===== config.mk =====
export PLATFORM = sky130hd
export DESIGN_NAME = alu32_rr_sched
export DESIGN_NICKNAME = d
export VERILOG_FILES = /design/src/rtl/alu32_rr_sched.sv
export SDC_FILE = /design/constraint.sdc
export NUM_CORES = 1
export LEC_CHECK = 0
export ABC_AREA = 0
export ABC_CLOCK_PERIOD_IN_PS = 8700
export BUFFER_PORTS_ARGS = -buffer_cell sky130_fd_sc_hd__buf_2
export CAP_MARGIN = 5
export CELL_PAD_IN_SITES_DETAIL_PLACEMENT = 2
export CELL_PAD_IN_SITES_GLOBAL_PLACEMENT = 2
export CORE_ASPECT_RATIO = 1.5
export CORE_UTILIZATION = 23
export CTS_CLUSTER_SIZE = 14
export DETAILED_ROUTE_END_ITERATION = 12
export PLACE_DENSITY_LB_ADDON = 0.1
export SLEW_MARGIN = 20
export SYNTH_ARGS = -nofsm -noshare
export SYNTH_HDL_FRONTEND = slang
export SYNTH_HIERARCHICAL = 1
export SYNTH_SLANG_ARGS = --single-unit

===== constraint.sdc =====
create_clock -name clk -period 8.7 [get_ports clk]
set_clock_uncertainty 0.05 [all_clocks]
set_input_delay 0.435 -clock clk [delete_from_list [all_inputs] [get_ports clk]]
set_output_delay 0.435 -clock clk [all_outputs]
set_load 0.02 [all_outputs]

===== src/rtl/alu32_rr_sched.sv =====
// alu32_rr_sched -- 8-requester round-robin scheduler for the shared 32-bit
// 8:1 result mux (mx8_32bits) of the alu32 datapath.
//
// Each cycle it picks one requesting source, drives the mux selects
// {s2,s1,s0} = sel, and registers the chosen word into a valid/ready output
// stage. The winning requester gets a one-cycle, one-hot ack in the same
// cycle that its word is captured.
//
// Optional feature (macro ARB_LOCK_EN): adds the req_lock port and lets the
// last-acked source keep the grant for up to LOCK_MAX consecutive loads.
//
// Ports:
//   clk        in   rising-edge clock
//   reset_n    in   asynchronous active-low reset
//   req[7:0]   in   request per source, bit i = mux input i (a=0 .. h=7)
//   a..h       in   WIDTH-bit source words feeding the mux
//   ack[7:0]   out  one-hot pulse: requester i's word captured this cycle
//   sel[2:0]   out  {s2,s1,s0}, combinational index of the current winner
//   out_valid  out  output register holds a word
//   out_ready  in   consumer accepts the word
//   out_data   out  registered mux result
//   out_src    out  index of the source held in out_data
//   req_lock   in   per-source lock request (ARB_LOCK_EN builds only)
//
// Output handshake: a word transfers to the consumer on every rising edge
// where out_valid && out_ready. While out_valid && !out_ready the stage is
// frozen (out_data/out_src stable, no ack). A new word may load in the same
// edge as a transfer, so the stage sustains one word per cycle.

module mx8_32bits (
  input  logic [31:0] a,
  input  logic [31:0] b,
  input  logic [31:0] c,
  input  logic [31:0] d,
  input  logic [31:0] e,
  input  logic [31:0] f,
  input  logic [31:0] g,
  input  logic [31:0] h,
  input  logic        s2,
  input  logic        s1,
  input  logic        s0,
  output logic [31:0] y
);
  always_comb begin
    case ({s2, s1, s0})
      3'd0:    y = a;
      3'd1:    y = b;
      3'd2:    y = c;
      3'd3:    y = d;
      3'd4:    y = e;
      3'd5:    y = f;
      3'd6:    y = g;
      default: y = h;
    endcase
  end
endmodule

module alu32_rr_sched #(
  parameter int WIDTH    = 32,
  parameter int PTR_INIT = 0,
  parameter int LOCK_MAX = 4
) (
  input  logic             clk,
  input  logic             reset_n,
  input  logic [7:0]       req,
  input  logic [WIDTH-1:0] a,
  input  logic [WIDTH-1:0] b,
  input  logic [WIDTH-1:0] c,
  input  logic [WIDTH-1:0] d,
  input  logic [WIDTH-1:0] e,
  input  logic [WIDTH-1:0] f,
  input  logic [WIDTH-1:0] g,
  input  logic [WIDTH-1:0] h,
  output logic [7:0]       ack,
  output logic [2:0]       sel,
  output logic             out_valid,
  input  logic             out_ready,
  output logic [WIDTH-1:0] out_data,
  output logic [2:0]       out_src
`ifdef ARB_LOCK_EN
  ,
  input  logic [7:0]       req_lock
`endif
);

  logic [2:0]       ptr;
  logic [2:0]       rr_idx;
  logic [2:0]       idx;
  logic [2:0]       win;
  logic             load;
  logic [WIDTH-1:0] mux_y;

  // Round-robin search: walk from pointer+7 down to pointer so the last
  // hit (the one closest to the pointer) wins. With no requests the
  // result defaults to the pointer itself.
  always_comb begin
    rr_idx = ptr;
    idx    = ptr;
    for (int i = 7; i >= 0; i--) begin
      idx = ptr + 3'(i);
      if (req[idx]) rr_idx = idx;
    end
  end

`ifdef ARB_LOCK_EN
  localparam int             CW         = $clog2(LOCK_MAX + 1);
  localparam logic [CW-1:0]  LOCK_MAX_C = CW'(LOCK_MAX);

  logic [CW-1:0] lock_cnt;
  logic          have_last;  // out_src names a real past grant
  logic          lock_hit;

  // The last-acked source (out_src) keeps the grant while it still
  // requests with lock and has not used up its LOCK_MAX budget.
  assign lock_hit = have_last && req[out_src] && req_lock[out_src] &&
                    (lock_cnt < LOCK_MAX_C);
  assign win      = lock_hit ? out_src : rr_idx;

  // lock_cnt counts consecutive grants to out_src made with lock held.
  // Once it reaches LOCK_MAX the round-robin search runs; if that search
  // lands on the same source again the run restarts at 1.
  always_ff @(posedge clk or negedge reset_n) begin
    if (!reset_n) begin
      lock_cnt  <= '0;
      have_last <= 1'b0;
    end else if (load) begin
      have_last <= 1'b1;
      if (!req_lock[win])
        lock_cnt <= '0;
      else if (have_last && (win == out_src) && (lock_cnt < LOCK_MAX_C))
        lock_cnt <= lock_cnt + CW'(1);
      else
        lock_cnt <= CW'(1);
    end else if (!req_lock[out_src]) begin
      lock_cnt <= '0;
    end
  end
`else
  assign win = rr_idx;
`endif

  // reset_n gates load so no ack escapes while reset is held.
  assign load = reset_n && (!out_valid || out_ready) && (req != 8'd0);
  assign sel  = win;
  assign ack  = load ? (8'd1 << win) : 8'd0;

  mx8_32bits u_mux (
    .a  (a),
    .b  (b),
    .c  (c),
    .d  (d),
    .e  (e),
    .f  (f),
    .g  (g),
    .h  (h),
    .s2 (sel[2]),
    .s1 (sel[1]),
    .s0 (sel[0]),
    .y  (mux_y)
  );

  always_ff @(posedge clk or negedge reset_n) begin
    if (!reset_n) begin
      ptr       <= 3'(PTR_INIT);
      out_valid <= 1'b0;
      out_data  <= '0;
      out_src   <= 3'd0;
    end else if (load) begin
      ptr       <= win + 3'd1;
      out_valid <= 1'b1;
      out_data  <= mux_y;
      out_src   <= win;
    end else if (out_valid && out_ready) begin
      // Pop with nothing to refill: data and source are left as they were.
      out_valid <= 1'b0;
    end
  end

endmodule


==> results of run 1 <==
==> metal layers <==
metal	wire (um)	share of wire	GRT usage	vias up
met2	14400	0.55	0.486	242
met5	13	0.00050	0	-
met3	1160	0.044	0.0273	45
met1	9670	0.37	0.266	2949
met4	956	0.037	0.102	2
li1	-	-	-	2786
==> cells by family after synthesis <==
logic type	Yosys count	share of synthesized area
DFF	39	0.211
adders and majority gates	3	0.00811
buffers and inverters	67	0.0762
muxes	43	0.139
and+or+nand+nor	211	0.206
xor gates and xnor gates	4	0.00757
AOI/OAI and AO/OA	222	0.352
==> metrics by stage <==
stage / std cells / hold WS [ns] / area (sq um)
after floorplan: 589 / 0.0894 / 4630
after global placement: 1115 / 0.407 / 6320
after detailed placement: 1115 / 0.420 / 6320
after CTS: 1123 / 0.215 / 6480
after global routing: 1127 / 0.234 / 6500
final: 1129 / 0.184 / 6510
==> layout make-up <==
cell class	count	area, sq um
tap	260	325
sequential	39	976
timing repair buffer	323	1640
antenna	6	15.0
clock buffer	7	153
fill	2373	13300
multi-input combinational	483	3350
clock inverter	1	7.51
inverter	10	38.8
==> synthesized netlist by cell type, types with 2 or more instances <==
library cell	n
nor4_1	5
nor2_1	13
nand3b_1	5
o21ai_2	2
a2111oi_2	2
nand3_1	4
nor2_4	2
mux2i_1	12
a21oi_1	64
xor2_1	2
o21ai_0	19
and3_1	4
buf_6	7
a221oi_1	50
buf_4	3
o22ai_1	2
a22oi_1	28
buf_1	4
inv_2	2
dfrtp_1	39
and2_1	7
buf_2	30
mux2_4	2
nor3b_2	2
clkbuf_1	13
o21ai_1	3
a41oi_1	5
a22o_1	3
nand2_1	147
xnor2_1	2
inv_1	7
mux2_2	14
o22a_1	25
nand2b_1	6
ha_1	3
o21a_1	3
nor3_1	8
mux4_2	11
mux4_1	2
nor2b_1	3
a31oi_1	2
==> how the worst min path moves through the flow <==
stage,from,endpoint,cells after the start,slack [ns]
finish,reset_n,out_data[11],2,0.18
global route,reset_n,out_data[11],2,0.23
CTS,reset_n,out_data[11],2,0.21
detailed placement,out_data[24],out_data[24],2,0.42
global placement,out_data[19],out_data[19],2,0.41
floorplan,reset_n,out_data[0],0,0.09
==> registers in the layout (all words and copies together) (netlist names) <==
| register | cells |
|---|---|
| out_data | 32 |
| out_src | 3 |
| out_valid | 1 |
| ptr | 3 |
==> placed cells by master (no fill, tap or decap), types with 3 or more instances in the layout <==
cell | synthesis | final
nor4_1 | 5 | 5
nor2_4 | 2 | 3
clkbuf_16 | 0 | 5
buf_2 | 30 | 313
dfrtp_1 | 39 | 39
o22a_1 | 25 | 25
nor3_1 | 8 | 8
ha_1 | 3 | 3
o21ai_1 | 3 | 3
nand2_1 | 147 | 147
nand3b_1 | 5 | 5
a22o_1 | 3 | 3
o21a_1 | 3 | 3
nand3_1 | 4 | 3
mux2i_1 | 12 | 12
and2_1 | 7 | 7
o21ai_0 | 19 | 19
and3_1 | 4 | 4
diode_2 | 0 | 6
a21oi_1 | 64 | 64
mux2_2 | 14 | 14
nand2b_1 | 6 | 6
inv_1 | 7 | 6
a41oi_1 | 5 | 5
a22oi_1 | 28 | 28
nor2b_4 | 0 | 3
mux4_2 | 11 | 11
nor2_1 | 13 | 12
buf_4 | 3 | 10
a221oi_1 | 50 | 50
==> results.json, run 1 <==
{
  "status": "completed",
  "vias_per_cell": 5.34,
  "grt_first_pass_wirelength_um": 39400,
  "gp_congestion": 0.881,
  "ios": 314,
  "setup_viol": 0,
  "grt_use_total": 0.248,
  "yosys_register_bits": 39,
  "drive_gt1_frac": 0.447,
  "cp.depth": 14,
  "critPathMaxFanout": 69,
  "fin_crit_sh": 0.707,
  "grt_setup_unrepaired": "false",
  "criticalPathCategory": "flop to output pin",
  "min_path_type": "input port to async pin",
  "crit_path_start": "ptr[1]",
  "coreArea_sq_um": 19800,
  "worstPathCellList": "clkinv_1, ha_1, mux2_1, o21ai_0, a221oi_1, a2111oi_2, o221ai_2, o21ai_2, clkinv_2, buf_4, and2_1, ha_1, and2_1, buf_2",
  "async_reset_ff_frac": 1.00,
  "fin_nets": 1132,
  "synth_cells": 589,
  "dr.pass1.iters": 4,
  "gr-total-overflow": 0,
  "num_rows": 63,
  "die_area_sq_um": 20700,
  "worst_slack_ns": 2.55,
  "yosys_warnings": 6,
  "final_core_util": 0.329,
  "syn-cell-area_sq_um": 4630,
  "grt_max_degree": 70,
  "hold_viol": 0,
  "dieHeight_um": 176,
  "fmax_mhz": 163,
  "r2r_end": "out_data[8]",
  "r2r_start": "ptr[1]",
  "synth-edff-count": 0,
  "maxCapViolCount": 0,
  "setup_tns_ns": 0,
  "synth_top_area_frac": 0.211,
  "area_growth_pct": 40.6,
  "worstMarginPinSlew_ns": 0.928,
  "cts_root_buf": "clkbuf_16",
  "maxSlewViolCount": 0,
  "dp_slack_ns": 2.56,
  "wl_um": 26200,
  "cts_buffers": 5,
  "timing.critical_path.slowest_stage_cell": "ha_1",
  "grt_pass1_vias": 6617,
  "die_w_um": 118,
  "critPathTopFamily": "buffers and inverters",
  "required_ns": 8.22,
  "hpwl_um": 20900,
  "crit_arrival_ns": 5.67,
  "cts.sinks": 39,
  "path_clk_slew_ns": 0.06,
  "min_period_ns": 6.15,
  "cts.htree.levels": 2,
  "start_util": 0.234,
  "io_buffers": 313,
  "drt-initial-drc-count": 220,
  "synth_area_per_cell_sq_um": 7.86,
  "post-cts-setup-buffers": 0,
  "syn_nets": 859,
  "cts_tree": "built",
  "clk_path_buf_depth": 2,
  "synth_area_leaders": "dfrtp_1, nand2_1, a221oi_1",
  "endpoint": "ack[7]",
  "drc": 0,
  "vias": 6024,
  "worst_r2r_path_depth": 14,
  "postCtsHoldBufs": 0,
  "crit_buf_inv": 4,
  "regToRegSetupSlack_ns": 2.57,
  "synth-seq-area-share": 0.211,
  "maxSlewHeadroom": 0.380,
  "critPathMaxStageDelay_ns": 0.82,
  "synth.distinct_cells": 63,
  "yosys.area.top_type": "dfrtp_1",
  "synth_flop_cell": "dfrtp_1",
  "wire_per_inst_um": 23.2,
  "antenna_found_initial": 6,
  "clock_latency_ns": 0.29,
  "detail-route-antenna-nets": 0,
  "cts_resized": 0,
  "critPathLaunchType": "flop",
  "endpoint_kind": "output pin"
}
Power of run 1 is not shown: default switching activity piles up to over one toggle a cycle in this logic, so the estimate is an artifact.
==> run 2, diff against run 1 <==
--- a/config.mk
+++ b/config.mk
@@ -5,14 +5,14 @@
 export SDC_FILE = /design/constraint.sdc
 export NUM_CORES = 1
 export LEC_CHECK = 0
-export ABC_AREA = 0
-export ABC_CLOCK_PERIOD_IN_PS = 8700
+export ABC_AREA = 1
+export ABC_CLOCK_PERIOD_IN_PS = 5850
 export BUFFER_PORTS_ARGS = -buffer_cell sky130_fd_sc_hd__buf_2
 export CAP_MARGIN = 5
 export CELL_PAD_IN_SITES_DETAIL_PLACEMENT = 2
 export CELL_PAD_IN_SITES_GLOBAL_PLACEMENT = 2
 export CORE_ASPECT_RATIO = 1.5
-export CORE_UTILIZATION = 23
+export CORE_UTILIZATION = 20
 export CTS_CLUSTER_SIZE = 14
 export DETAILED_ROUTE_END_ITERATION = 12
 export PLACE_DENSITY_LB_ADDON = 0.1
==> constraint.sdc (replaced) <==
create_clock -name clk -period 5.85 [get_ports clk]
set_clock_uncertainty 0.05 [all_clocks]
set_input_delay 0.2925 -clock clk [delete_from_list [all_inputs] [get_ports clk]]
set_output_delay 0.2925 -clock clk [all_outputs]
set_load 0.02 [all_outputs]
==> run 2 against run 1 <==
Synthesized cell count rose by 47%. Global-route usage fell by 2.2 points. Utilization fell by 5.0 points. Design area rose by 2.3%.
==> results.json, run 2 <==
{
  "crit_buf_inv": 6,
  "min_path_type": "input port to async pin",
  "dieHeight_um": 194,
  "ios": 314,
  "min_period_ns": 4.68,
  "grt_setup_unrepaired": "false",
  "top_register": "out_data",
  "clk_path_buf_depth": 2,
  "synth.distinct_cells": 24,
  "cts_tree": "built",
  "maxCapViolCount": 0,
  "vias_per_cell": 4.91,
  "synth_flop_cell": "dfrtp_1",
  "die_w_um": 130,
  "coreArea_sq_um": 23800,
  "grt_max_degree": 62,
  "mostFrequentLayoutCells": "buf_2, nand2_1, nand4_1",
  "worst_r2r_path_depth": 23,
  "synth_top_area_frac": 0.217,
  "cts_root_buf": "clkbuf_16",
  "async_reset_ff_frac": 1.00,
  "required_ns": 5.51,
  "wire_per_inst_um": 19.8,
  "yosys.area.top_type": "nand2_1",
  "fmax_mhz": 214,
  "fill_cells": 3094,
  "largest_reg_flops": 32,
  "area_growth_pct": 36.0,
  "synth_area_leaders": "nand2_1, nand4_1, dfrtp_1",
  "synth-seq-area-share": 0.199,
  "hold_viol": 0,
  "grt_first_pass_wirelength_um": 42500,
  "worstPathCellList": "inv_4, ha_1, inv_2, nand3_1, nand3_2, nand2_1, nand2_1, nand3_1, nand2_1, nand2_1, nand2_1, nand2_1, nand2_2, nand2_1, nand2_4, buf_4, nand2_1, inv_1, ha_1, inv_1, nor2_1, buf_2",
  "final_common_cell": "buf_2",
  "worstMarginPinSlew_ns": 0.936,
  "layoutNonFillerInstCount": 1436,
  "io_buffers": 313,
  "timing.critical_path.slowest_stage_cell": "buf_4",
  "post-cts-setup-buffers": 0,
  "r2r_start": "ptr[1]",
  "critPathTopFamily": "simple AND/OR/NAND/NOR gates",
  "drc": 0,
  "fin_nets": 1385,
  "cts.sinks": 39,
  "fin_crit_sh": 0.800,
  "syn_nets": 1133,
  "setup_tns_ns": 0,
  "clock_latency_ns": 0.30,
  "num_rows": 69,
  "grt_pass1_vias": 7734,
  "dp.cells": 1427,
  "final_cell_area_sq_um": 6660,
  "regToRegSetupSlack_ns": 1.35,
  "synth-edff-count": 0,
  "synth_commonest_cells": "nand2_1, nand4_1, nor2_1",
  "endpoint_kind": "output pin",
  "yosys_register_bits": 39,
  "die_area_sq_um": 25100,
  "dr.pass1.iters": 6,
  "setup_viol": 0,
  "gr-total-overflow": 0,
  "final_core_util": 0.279,
  "grt_use_total": 0.227,
  "criticalPathCategory": "flop to output pin",
  "maxSlewHeadroom": 0.374,
  "critPathMaxFanout": 55,
  "drive_gt1_frac": 0.326,
  "postCtsHoldBufs": 0,
  "cts_buffers": 5,
  "gp_congestion": 0.827,
  "placed_area_sq_um": 6520,
  "antenna_found_initial": 6,
  "hpwl_um": 21500,
  "status": "completed",
  "syn-cell-area_sq_um": 4900,
  "cts.htree.levels": 2,
  "start_util": 0.205,
  "vias": 7047,
  "detail-route-antenna-nets": 0,
  "crit_arrival_ns": 4.34,
  "path_common_cell": "nand2_1",
  "synth_most_common_cell": "nand2_1",
  "critPathLaunchType": "flop",
  "reg.largest.list": "out_data x32, out_src x3, ptr x3",
  "synth_cells": 863,
  "cts_resized": 0,
  "synth_area_per_cell_sq_um": 5.67,
  "path_clk_slew_ns": 0.07,
  "drt-initial-drc-count": 208,
  "maxSlewViolCount": 0,
  "critPathMaxStageDelay_ns": 0.58,
  "wl_um": 28400,
  "yosys_warnings": 6,
  "r2r_end": "out_data[27]"
}
-- run 2: cell types whose count changed in the layout (fill, tap and decap cells not counted), sizes merged, moves of 17 or more --
cell    change
a21oi      -57
a221oi     -51
a22oi      -28
inv        +53
mux2       -17
nand2     +147
nand3     +100
nand4     +160
nor2       +90
o21ai      -20
o22a       -25
-- run 2: cell families (layout without fill, tap and decap cells) --
family / after synthesis / count (layout) / synth area share
AOI/OAI and AO/OA: 13 / 13 / 0.0151
xor gates and xnor gates: 1 / 1 / 0.00179
adders and majority gates: 3 / 3 / 0.00767
buffers and inverters: 139 / 392 / 0.137
DFF: 39 / 39 / 0.199
other: 0 / 1 / 0
and+or+nand+nor: 668 / 668 / 0.639
-- run 2: final cells by class --
cell class | instances | area [sq um] | share of cell area
Tap cell | 319 | 399 | 0.0600
Clock inverter | 1 | 5.00 | 0.000752
Multi-Input combinational cell | 685 | 3260 | 0.490
Clock buffer | 7 | 133 | 0.0199
Sequential cell | 39 | 976 | 0.147
Inverter | 61 | 238 | 0.0357
Timing Repair Buffer | 323 | 1640 | 0.247
Antenna cell | 1 | 2.50 | 0.000376
-- run 2: per-stage QoR --
| stage | worst slack (ns) | hold slack, ns |
|---|---|---|
| 3_3_place_gp | 1.41 | 0.408 |
| 2_1_floorplan | 2.84 | -0.0531 |
| 6_report | 1.17 | 0.138 |
| 3_5_place_dp | 1.29 | 0.412 |
| 4_1_cts | 1.10 | 0.130 |
| 5_1_grt | 0.734 | 0.157 |
-- run 2: worst max path at each step --
stage / startpoint / end / slack [ns] / cells past startpoint
global route: ptr[0] / ack[7] / 0.73 / 22
global placement: ptr[1] / out_data[27] / 1.41 / 23
detailed placement: ptr[1] / out_data[27] / 1.29 / 23
CTS: ptr[0] / ack[7] / 1.10 / 22
finish: ptr[0] / ack[7] / 1.17 / 22
floorplan: ptr[0] / out_data[10] / 2.84 / 27
-- run 2: metal layers --
| metal | vias up | part of all wire | GRT usage |
|---|---|---|---|
| met1 | 3376 | 0.38 | 0.240 |
| met4 | 6 | 0.038 | 0.0986 |
| li1 | 3422 | - | - |
| met2 | 194 | 0.54 | 0.428 |
| met5 | - | 0.0014 | 0 |
| met3 | 49 | 0.044 | 0.0381 |
Power of run 2 is left out for the same reason.
